[config.mk]
export PLATFORM = sky130hd
export DESIGN_NAME = vga_mode_timing_gen
export DESIGN_NICKNAME = d
export VERILOG_FILES = /design/src/rtl/vga_timing_pkg.sv /design/src/rtl/vga_frac_stb.sv /design/src/rtl/vga_mode_timing_gen.sv
export SDC_FILE = /design/constraint.sdc
export NUM_CORES = 1
export LEC_CHECK = 0
export CAP_MARGIN = 20
export CORE_MARGIN = 1.5
export CORE_UTILIZATION = 50
export CTS_CLUSTER_SIZE = 28
export DETAILED_ROUTE_END_ITERATION = 7
export PLACE_DENSITY = 0.82
export SKIP_CTS_REPAIR_TIMING = 1
export SYNTH_ARGS = -nofsm -noshare
export SYNTH_HDL_FRONTEND = slang
export SYNTH_SLANG_ARGS = --single-unit
[constraint.sdc]
create_clock -name clk_i -period 5.5 [get_ports clk_i]
set_input_delay 0.55 -clock clk_i [delete_from_list [all_inputs] [get_ports clk_i]]
set_output_delay 0.55 -clock clk_i [all_outputs]
set_load 0.01 [all_outputs]
[src/rtl/vga_timing_pkg.sv]
// Shared VGA mode table and helpers for the multi-mode timing engine.
// Each entry holds porch/sync sizes, sync polarity and the pixel-rate phase step.
package vga_timing_pkg;

  localparam int NUM_MODES = 4;
  localparam int TIM_W     = 11;

  typedef struct packed {
    logic [TIM_W-1:0] hd;
    logic [TIM_W-1:0] hf;
    logic [TIM_W-1:0] hr;
    logic [TIM_W-1:0] hb;
    logic [TIM_W-1:0] vd;
    logic [TIM_W-1:0] vf;
    logic [TIM_W-1:0] vr;
    logic [TIM_W-1:0] vb;
    logic             pol;   // 1: active-high syncs
    logic [15:0]      step;
  } vga_mode_t;

  localparam vga_mode_t MODE_TABLE [NUM_MODES] = '{
    '{11'd640,  11'd16, 11'd96,  11'd48,  11'd480, 11'd10, 11'd2, 11'd33, 1'b0, 16'h338F},
    '{11'd800,  11'd40, 11'd128, 11'd88,  11'd600, 11'd1,  11'd4, 11'd23, 1'b1, 16'h51EC},
    '{11'd1024, 11'd24, 11'd136, 11'd160, 11'd768, 11'd3,  11'd6, 11'd29, 1'b0, 16'h851F},
    '{11'd1366, 11'd70, 11'd143, 11'd213, 11'd768, 11'd3,  11'd3, 11'd24, 1'b1, 16'hAF1B}
  };

  function automatic logic [TIM_W-1:0] total_h(input logic [1:0] mode);
    return MODE_TABLE[mode].hd + MODE_TABLE[mode].hf + MODE_TABLE[mode].hr + MODE_TABLE[mode].hb;
  endfunction

  function automatic logic [TIM_W-1:0] total_v(input logic [1:0] mode);
    return MODE_TABLE[mode].vd + MODE_TABLE[mode].vf + MODE_TABLE[mode].vr + MODE_TABLE[mode].vb;
  endfunction

  function automatic logic in_span(input logic [TIM_W-1:0] pos, input logic [TIM_W-1:0] lo,
                                   input logic [TIM_W-1:0] len);
    return (pos >= lo) && (pos < (lo + len));
  endfunction

endpackage

[src/rtl/vga_frac_stb.sv]
// Fractional pixel-rate generator: phase accumulator whose carry is the pixel enable.
// adv_o is the carry in the cycle it is produced; stb_o is the same pulse registered.
module vga_frac_stb #(
  parameter int ACC_W = 16
) (
  input  logic             clk_i,
  input  logic             arstn_i,
  input  logic             en_i,
  input  logic [ACC_W-1:0] step_i,
  output logic             adv_o,
  output logic             stb_o
);

  logic [ACC_W-1:0] acc_q, acc_d;
  logic             stb_q, stb_d;
  logic [ACC_W:0]   sum_s;

  // Next accumulator phase and carry; everything holds while disabled.
  always_comb begin
    sum_s = {1'b0, acc_q} + {1'b0, step_i};
    if (en_i) begin
      acc_d = sum_s[ACC_W-1:0];
      stb_d = sum_s[ACC_W];
    end else begin
      acc_d = acc_q;
      stb_d = 1'b0;
    end
  end

  // Accumulator and strobe registers.
  always_ff @(posedge clk_i or negedge arstn_i) begin
    if (!arstn_i) begin
      acc_q <= '0;
      stb_q <= 1'b0;
    end else begin
      acc_q <= acc_d;
      stb_q <= stb_d;
    end
  end

  assign adv_o = stb_d;
  assign stb_o = stb_q;

endmodule

[src/rtl/vga_mode_timing_gen.sv]
// Multi-mode VGA timing engine: counters, DE, syncs and frame/line markers on a fractional
// pixel enable, with runtime mode changes deferred to the frame boundary.
module vga_mode_timing_gen
  import vga_timing_pkg::*;
#(
  parameter int CNT_W        = 11,
  parameter int ACC_W        = 16,
  parameter int DEFAULT_MODE = 0
) (
  input  logic             clk_i,
  input  logic             arstn_i,
  input  logic             en_i,
  input  logic [1:0]       mode_i,
  input  logic             mode_valid_i,
  output logic             mode_ready_o,
  output logic [1:0]       mode_o,
  output logic             pix_stb_o,
  output logic [CNT_W-1:0] hcount_o,
  output logic [CNT_W-1:0] vcount_o,
  output logic             de_o,
  output logic             hsync_o,
  output logic             vsync_o,
  output logic             sof_o,
  output logic             eol_o
);

  localparam logic [1:0]       DEF_MODE   = 2'(DEFAULT_MODE);
  localparam logic [CNT_W-1:0] DEF_H_LAST = CNT_W'(total_h(DEF_MODE) - 11'd1);
  localparam logic [CNT_W-1:0] DEF_V_LAST = CNT_W'(total_v(DEF_MODE) - 11'd1);
  localparam logic             DEF_POL    = MODE_TABLE[DEF_MODE].pol;

  logic             adv_s, accept_s, h_last_s, v_last_s, wrap_s;
  logic [CNT_W-1:0] hcnt_q, hcnt_d, vcnt_q, vcnt_d;
  logic [1:0]       mode_q, mode_d, pend_q, pend_d;
  logic             pend_vld_q, pend_vld_d, ready_q, ready_d;
  logic             de_q, de_d, hs_q, hs_d, vs_q, vs_d, sof_q, sof_d, eol_q, eol_d;

  // The step follows the active mode, so a new mode's rate starts right after its (0,0).
  vga_frac_stb #(
    .ACC_W(ACC_W)
  ) u_stb (
    .clk_i  (clk_i),
    .arstn_i(arstn_i),
    .en_i   (en_i),
    .step_i (ACC_W'(MODE_TABLE[mode_q].step)),
    .adv_o  (adv_s),
    .stb_o  (pix_stb_o)
  );

  // Counter advance, mode handshake and output decode from the next-state counters.
  always_comb begin
    hcnt_d     = hcnt_q;
    vcnt_d     = vcnt_q;
    mode_d     = mode_q;
    pend_d     = pend_q;
    pend_vld_d = pend_vld_q;
    ready_d    = ready_q;
    accept_s   = mode_valid_i && ready_q;
    h_last_s   = (TIM_W'(hcnt_q) == (total_h(mode_q) - 11'd1));
    v_last_s   = (TIM_W'(vcnt_q) == (total_v(mode_q) - 11'd1));
    wrap_s     = adv_s && h_last_s && v_last_s;

    if (adv_s) begin
      if (h_last_s) begin
        hcnt_d = '0;
        vcnt_d = v_last_s ? '0 : (vcnt_q + CNT_W'(1));
      end else begin
        hcnt_d = hcnt_q + CNT_W'(1);
      end
    end else begin
      hcnt_d = hcnt_q;
    end

    // Ready is blocked while a request is pending and for one clock after it is applied.
    if (accept_s) begin
      pend_d     = mode_i;
      pend_vld_d = 1'b1;
      ready_d    = 1'b0;
    end else if (wrap_s && pend_vld_q) begin
      mode_d     = pend_q;
      pend_vld_d = 1'b0;
    end else begin
      ready_d = !pend_vld_q;
    end

    de_d  = (TIM_W'(hcnt_d) < MODE_TABLE[mode_d].hd) && (TIM_W'(vcnt_d) < MODE_TABLE[mode_d].vd);
    hs_d  = in_span(TIM_W'(hcnt_d), MODE_TABLE[mode_d].hd + MODE_TABLE[mode_d].hf,
                    MODE_TABLE[mode_d].hr) ? MODE_TABLE[mode_d].pol : !MODE_TABLE[mode_d].pol;
    vs_d  = in_span(TIM_W'(vcnt_d), MODE_TABLE[mode_d].vd + MODE_TABLE[mode_d].vf,
                    MODE_TABLE[mode_d].vr) ? MODE_TABLE[mode_d].pol : !MODE_TABLE[mode_d].pol;
    sof_d = wrap_s;
    eol_d = adv_s && (TIM_W'(hcnt_d) == (total_h(mode_d) - 11'd1));
  end

  // State and output registers.
  always_ff @(posedge clk_i or negedge arstn_i) begin
    if (!arstn_i) begin
      hcnt_q     <= DEF_H_LAST;
      vcnt_q     <= DEF_V_LAST;
      mode_q     <= DEF_MODE;
      pend_q     <= DEF_MODE;
      pend_vld_q <= 1'b0;
      ready_q    <= 1'b1;
      de_q       <= 1'b0;
      hs_q       <= !DEF_POL;
      vs_q       <= !DEF_POL;
      sof_q      <= 1'b0;
      eol_q      <= 1'b0;
    end else begin
      hcnt_q     <= hcnt_d;
      vcnt_q     <= vcnt_d;
      mode_q     <= mode_d;
      pend_q     <= pend_d;
      pend_vld_q <= pend_vld_d;
      ready_q    <= ready_d;
      de_q       <= de_d;
      hs_q       <= hs_d;
      vs_q       <= vs_d;
      sof_q      <= sof_d;
      eol_q      <= eol_d;
    end
  end

  assign hcount_o     = hcnt_q;
  assign vcount_o     = vcnt_q;
  assign mode_o       = mode_q;
  assign mode_ready_o = ready_q;
  assign de_o         = de_q;
  assign hsync_o      = hs_q;
  assign vsync_o      = vs_q;
  assign sof_o        = sof_q;
  assign eol_o        = eol_q;

endmodule
-- Word-level counts from Yosys, hierarchy flattened
Cells that the tools add are included.
- reduce and logical (&&, ||, !) cells: 11
- add/subtract/negate cells: 17
- multiplexer cells: 20
- bitwise operators: 2
- equal/unequal tests: 4
- order comparisons: 8
- operators with widths (cell ; count):
    $bmux W105 S2 ; 2
    $mux W105 ; 4
    $add A11 B11 Y11 ; 11
    $mux W11 ; 5
    $lt A11 B11 Y1 ; 4
    $eq A11 B11 Y1 ; 3
    $sub A11 B1 Y11 const B ; 3
    $add A11 B1 Y11 const B ; 2
    $ge A11 B11 Y1 ; 2
    $add A16 B16 Y17 ; 1
    $logic_and A1 B1 Y1 ; 8
    $mux W1 ; 7
    $ge A3 B3 Y1 const B ; 2
    $not A2 Y3 ; 2
    $mux W2 ; 2
    $logic_not A1 Y1 ; 2
    $ne A2 B2 Y1 const B ; 1
    $reduce_bool A2 Y1 ; 1
- word-level logic and storage cells: 75
- flip-flop bits (word level): 50
- output and inout port bits: 31
- input port bits: 6

-- Longest topological paths before layout
- word-level depth: 24
- gate-level depth with buffers: 26
- gate-level depth less buffers: 26

-- Hierarchy
Synthesis repeated with hierarchy kept, for this count alone.
- cell total of the unflattened synthesis: 526
- area, all modules: 4847.1 sq um
- by module, submodules not included (module ; seq. area each (sq um) ; area each (sq um) ; instances ; cells each):
    vga_mode_timing_gen ; 842.1 ; 3437.0 ; 1 ; 380
    vga_frac_stb ; 425.4 ; 1410.1 ; 1 ; 146

-- Worst setup path before layout
No wires, ideal clock.
- path type: register -> register
- from: register mode_q[1] (netlist: mode_o[1])
- to: register eol_q (netlist: eol_o)
- library setup time: 0.111 ns
- setup slack: 0.273 ns
- arrival: 5.115 ns
- stages on the path, launching flop included: 19
- clock period less this slack: 5.227 ns
- cells stage by stage: dfrtp_1 > inv_1 > ha_1 > ha_1 > inv_1 > ha_1 > and2_1 > or4_1 > a21oi_1 > and2b_1 > nand3_1 > mux2i_1 > inv_1 > ha_1 > ha_1 > nor4bb_1 > o2111ai_1 > or3_1 > a2111oi_2
- word-level cells in the longest chain between the ends: 24
- elaborated cells on any way between the ends: 33
- ends and longest elaborated chain (element ; RTL line ; text):
    from (decl) ; vga_mode_timing_gen.sv:34 ; logic [1:0] mode_q, mode_d, pend_q, pend_d;
    from (signal assigned) ; vga_mode_timing_gen.sv:112 ; mode_q <= mode_d;
    $not A2 Y3 (not written as such) (*) ; vga_timing_pkg.sv:29, vga_timing_pkg.sv:33, vga_mode_timing_gen.sv:45 ;
    $bmux W105 S2 (*) ; vga_timing_pkg.sv:29, vga_timing_pkg.sv:33, vga_mode_timing_gen.sv:45 ;
    $mux W105 (not written as such) (*) (2 in series) ; vga_timing_pkg.sv:33 ; return MODE_TABLE[mode].vd + MODE_TABLE[mode].vf + MODE_TABLE[mode].vr + MODE_TABLE[mode].vb;
    $add A11 B11 Y11 (3 in series) ; vga_timing_pkg.sv:29 ; return MODE_TABLE[mode].hd + MODE_TABLE[mode].hf + MODE_TABLE[mode].hr + MODE_TABLE[mode].hb;
    $sub A11 B1 Y11 ; vga_mode_timing_gen.sv:59 ; h_last_s = (TIM_W'(hcnt_q) == (total_h(mode_q) - 11'd1));
    $eq A11 B11 Y1 ; vga_mode_timing_gen.sv:59 ;
    $logic_and A1 B1 Y1 ; vga_mode_timing_gen.sv:61 ; wrap_s = adv_s && h_last_s && v_last_s;
    $logic_and A1 B1 Y1 (*) ; vga_mode_timing_gen.sv:61 ;
    net sof_d ; vga_mode_timing_gen.sv:36 ; logic de_q, de_d, hs_q, hs_d, vs_q, vs_d, sof_q, sof_d, eol_q, eol_d;
    [3 not listed] ; n/a ;
    net mode_d[0] ; vga_mode_timing_gen.sv:34 ;
    [1 not listed] ; n/a ;
    $bmux W105 S2 (*) ; vga_timing_pkg.sv:29 ;
    $mux W105 (*) (2 in series) ; n/a ;
    $add A11 B11 Y11 (2 in series) ; vga_timing_pkg.sv:29 ;
    $add A11 B11 Y11 (*) ; vga_timing_pkg.sv:29 ;
    $sub A11 B1 Y11 (*) ; vga_mode_timing_gen.sv:92 ; eol_d = adv_s && (TIM_W'(hcnt_d) == (total_h(mode_d) - 11'd1));
    $eq A11 B11 Y1 (*) ; vga_mode_timing_gen.sv:92 ;
    $logic_and A1 B1 Y1 (*) ; vga_mode_timing_gen.sv:92 ;
    net eol_d ; vga_mode_timing_gen.sv:36 ;
    to (signal assigned) ; vga_mode_timing_gen.sv:120 ; eol_q <= eol_d;
    to (decl) ; vga_mode_timing_gen.sv:36 ;
The timed path passes the listed nets; every way through them passes the cells marked *. The select of a mux whose other input is x is not followed.
A chain may end at the register's enable or synchronous reset.

-- Worst setup path in the final report
Same ends and word-level chain as after synthesis.

==> results_dict.tcl <==
set metrics [dict create \
    grt-ovfl-total 0 \
    gp_congestion 0.960 \
    routed_wirelength_mm 11.8 \
    die_area_um2 9830 \
    clockRootBuffer "clkbuf_8" \
    clockBufferDepth 2 \
    synth-seq-cells 50 \
    grt_pass1_vias 3966 \
    place_inst 644 \
    tightest_slew_ns 0.954 \
    ant_nets 0 \
    power_leakage_nw 2.43 \
    nets 638 \
    vdd_drop_max_uv 136 \
    avgSynthCellArea_um2 9.30 \
    crit_type "reg -> reg" \
    synth_edf_count 0 \
    drtIter0Drc 235 \
    cp.required_ns 5.72 \
    antenna_found_initial 0 \
    cts.htree.levels 2 \
    grt_pass1_wl_mm 18.8 \
    crit_fanout 11 \
    clk_pin_slew_ns 0.11 \
    drc_errors 0 \
    ys.flop_type "dfrtp_1" \
    synthTopCellsByArea "ha_1 (22%), dfrtp_1 (20%), dfstp_2 (7.4%)" \
    rows 34 \
    seq_area_frac_synth 0.274 \
    hp-class "in -> async" \
    reg2reg_setup_slack_ns 0.28 \
    antenna_cells 0 \
    die_w_um 99.1 \
    dp_slack_ns 0.0184 \
    port_buffers 36 \
    layout_common_cells "ha_1 (77), o21ai_0 (38), dfrtp_1 (36)" \
    fmax_mhz 192 \
    final_hold_viol_count 0 \
    arrival_ns 5.44 \
    startpoint_type "flop" \
    powerDensity_nw_per_um2 258 \
    crit_path_end_kind "flop" \
    wire_per_inst_um 17.9 \
    syn_inst 497 \
    r2r-end "eol_o" \
    drv_slew 0 \
    yosysTopAreaCell "ha_1" \
    synth_cell_types 57 \
    instances_no_fill 658 \
    yosysTopAreaCellShare 0.222 \
    dr.pass1.iters 6 \
    drive_gt1_frac 0.140 \
    dp_hpwl_mm 8.68 \
    cts_tree "yes" \
    syn2layout_area_growth_pct 17.0 \
    yosys_warnings 0 \
    finalSetupViolations 0 \
    numCtsBuffers 5 \
    floorplan.initialDensity 0.522 \
    slew_headroom 0.357 \
    clock_skew_ns 0.0144 \
    outcome "finished clean" \
    netlist_area_um2 4620 \
    reg2reg_depth 17 \
    core-area_um2 8850 \
    final_common_cell "ha_1" \
    post-route-period-util 0.949 \
    fin_crit_ns 5.22 \
    groute.usage.overall 0.237 \
    syn_nets 586 \
    vias 4027 \
    clock-sinks 50 \
    ys_async_sr_fraction 1.00 \
    io_pins 37 \
    die_h_um 99.1 \
    insertion_delay_ns 0.32 \
    cap_violations 0 \
    r2r-start "mode_o[1]" \
    fin_ws_ns 0.283 \
    viasPerCell 6.12 \
    grt_max_degree 51 \
]
==> synthesized netlist by cell type, drive strengths merged (5+ instances only) <==
library cell,instances
clkbuf,5
nor2,26
dfstp,13
nand2b,10
o211ai,5
nor3,7
a21oi,29
and2,7
dfrtp,37
inv,25
ha,82
a21o,5
nand3,22
o21ai,38
xor2,16
and3,9
o21a,6
nand4,10
o31ai,5
nand2,34
nor2b,9
xnor2,23
mux2,17
==> critical path, stage by stage, from the launching register on <==
cell and delay [ns]:
dfrtp_1 0.42, buf_4 0.20, ha_1 0.28, ha_1 0.40, a21oi_2 0.20, o211ai_1 0.14
a2111o_1 0.38, o211ai_1 0.24, and2b_1 0.25, nand3_1 0.15, mux2_4 0.38, buf_4 0.16
ha_1 0.31, ha_1 0.38, nor4bb_1 0.29, o2111ai_1 0.18, or3_1 0.43, a2111oi_4 0.32
==> flip-flops by register name, indices dropped and copies added (netlist names) <==
name,flops
pend_vld_q,1
u_stb.acc_q,16
vsync_o,1
mode_ready_o,1
de_o,1
mode_o,2
hsync_o,1
hcount_o,11
sof_o,1
u_stb.stb_o,1
eol_o,1
vcount_o,11
pend_q,2
==> layout make-up <==
cell class                 count  area (um^2)
clock buffer                   6         72.6
clock inverter                 2         37.5
fill                         767         3440
inverter                      25          101
multi-input combinational    414         3310
sequential                    50         1270
tap                          108          135
timing repair buffer          53          483
==> routing by layer <==
layer	vias up	GRT usage	wire (um)
met5	-	0	0
met4	0	0.0726	230
met3	25	0.0330	635
met2	127	0.415	5910
met1	1960	0.307	5020
li1	1915	-	-
==> power breakdown <==
group          internal (mW)  switching, mW
logic                  0.297          0.318
clock network          0.136          0.136
registers              0.452         0.0546
==> logic make-up (layout without fill, tap and decap cells) <==
logic type | after synthesis | count (layout) | synth area share
XOR/XNOR | 41 | 41 | 0.0839
flip-flops | 50 | 50 | 0.274
adder cells (fa/ha/maj) | 83 | 83 | 0.226
AO/OA/AOI/OAI | 115 | 115 | 0.162
multiplexers | 21 | 21 | 0.0517
AND/OR/NAND/NOR | 154 | 154 | 0.172
buffers and inverters | 33 | 86 | 0.0290
==> worst max path at each step <==
stage,startpoint,endpoint,slack (ns),cells past startpoint
floorplan,mode_o[1],eol_o,0.27,18
global placement,mode_o[0],hsync_o,0.22,23
detailed placement,mode_o[0],hsync_o,0.02,23
CTS,mode_o[0],hsync_o,-0.02,23
global route,mode_o[0],hsync_o,-0.01,24
finish,mode_o[1],eol_o,0.28,17
==> stage by stage <==
step	hold WS (ns)	area, um^2	TNS, ns	total power [mW]	util
after floorplan	0.254	4620	0	0.980	-
after global placement	0.449	5150	0	1.09	0.582
after detailed placement	0.447	5150	0	1.12	0.582
after CTS	0.366	5260	-0.0187	1.39	0.595
after global routing	0.386	5400	-0.0143	1.49	0.611
final	0.329	5400	0	1.39	0.611
Note: power is estimated with default switching activity, not from simulation.
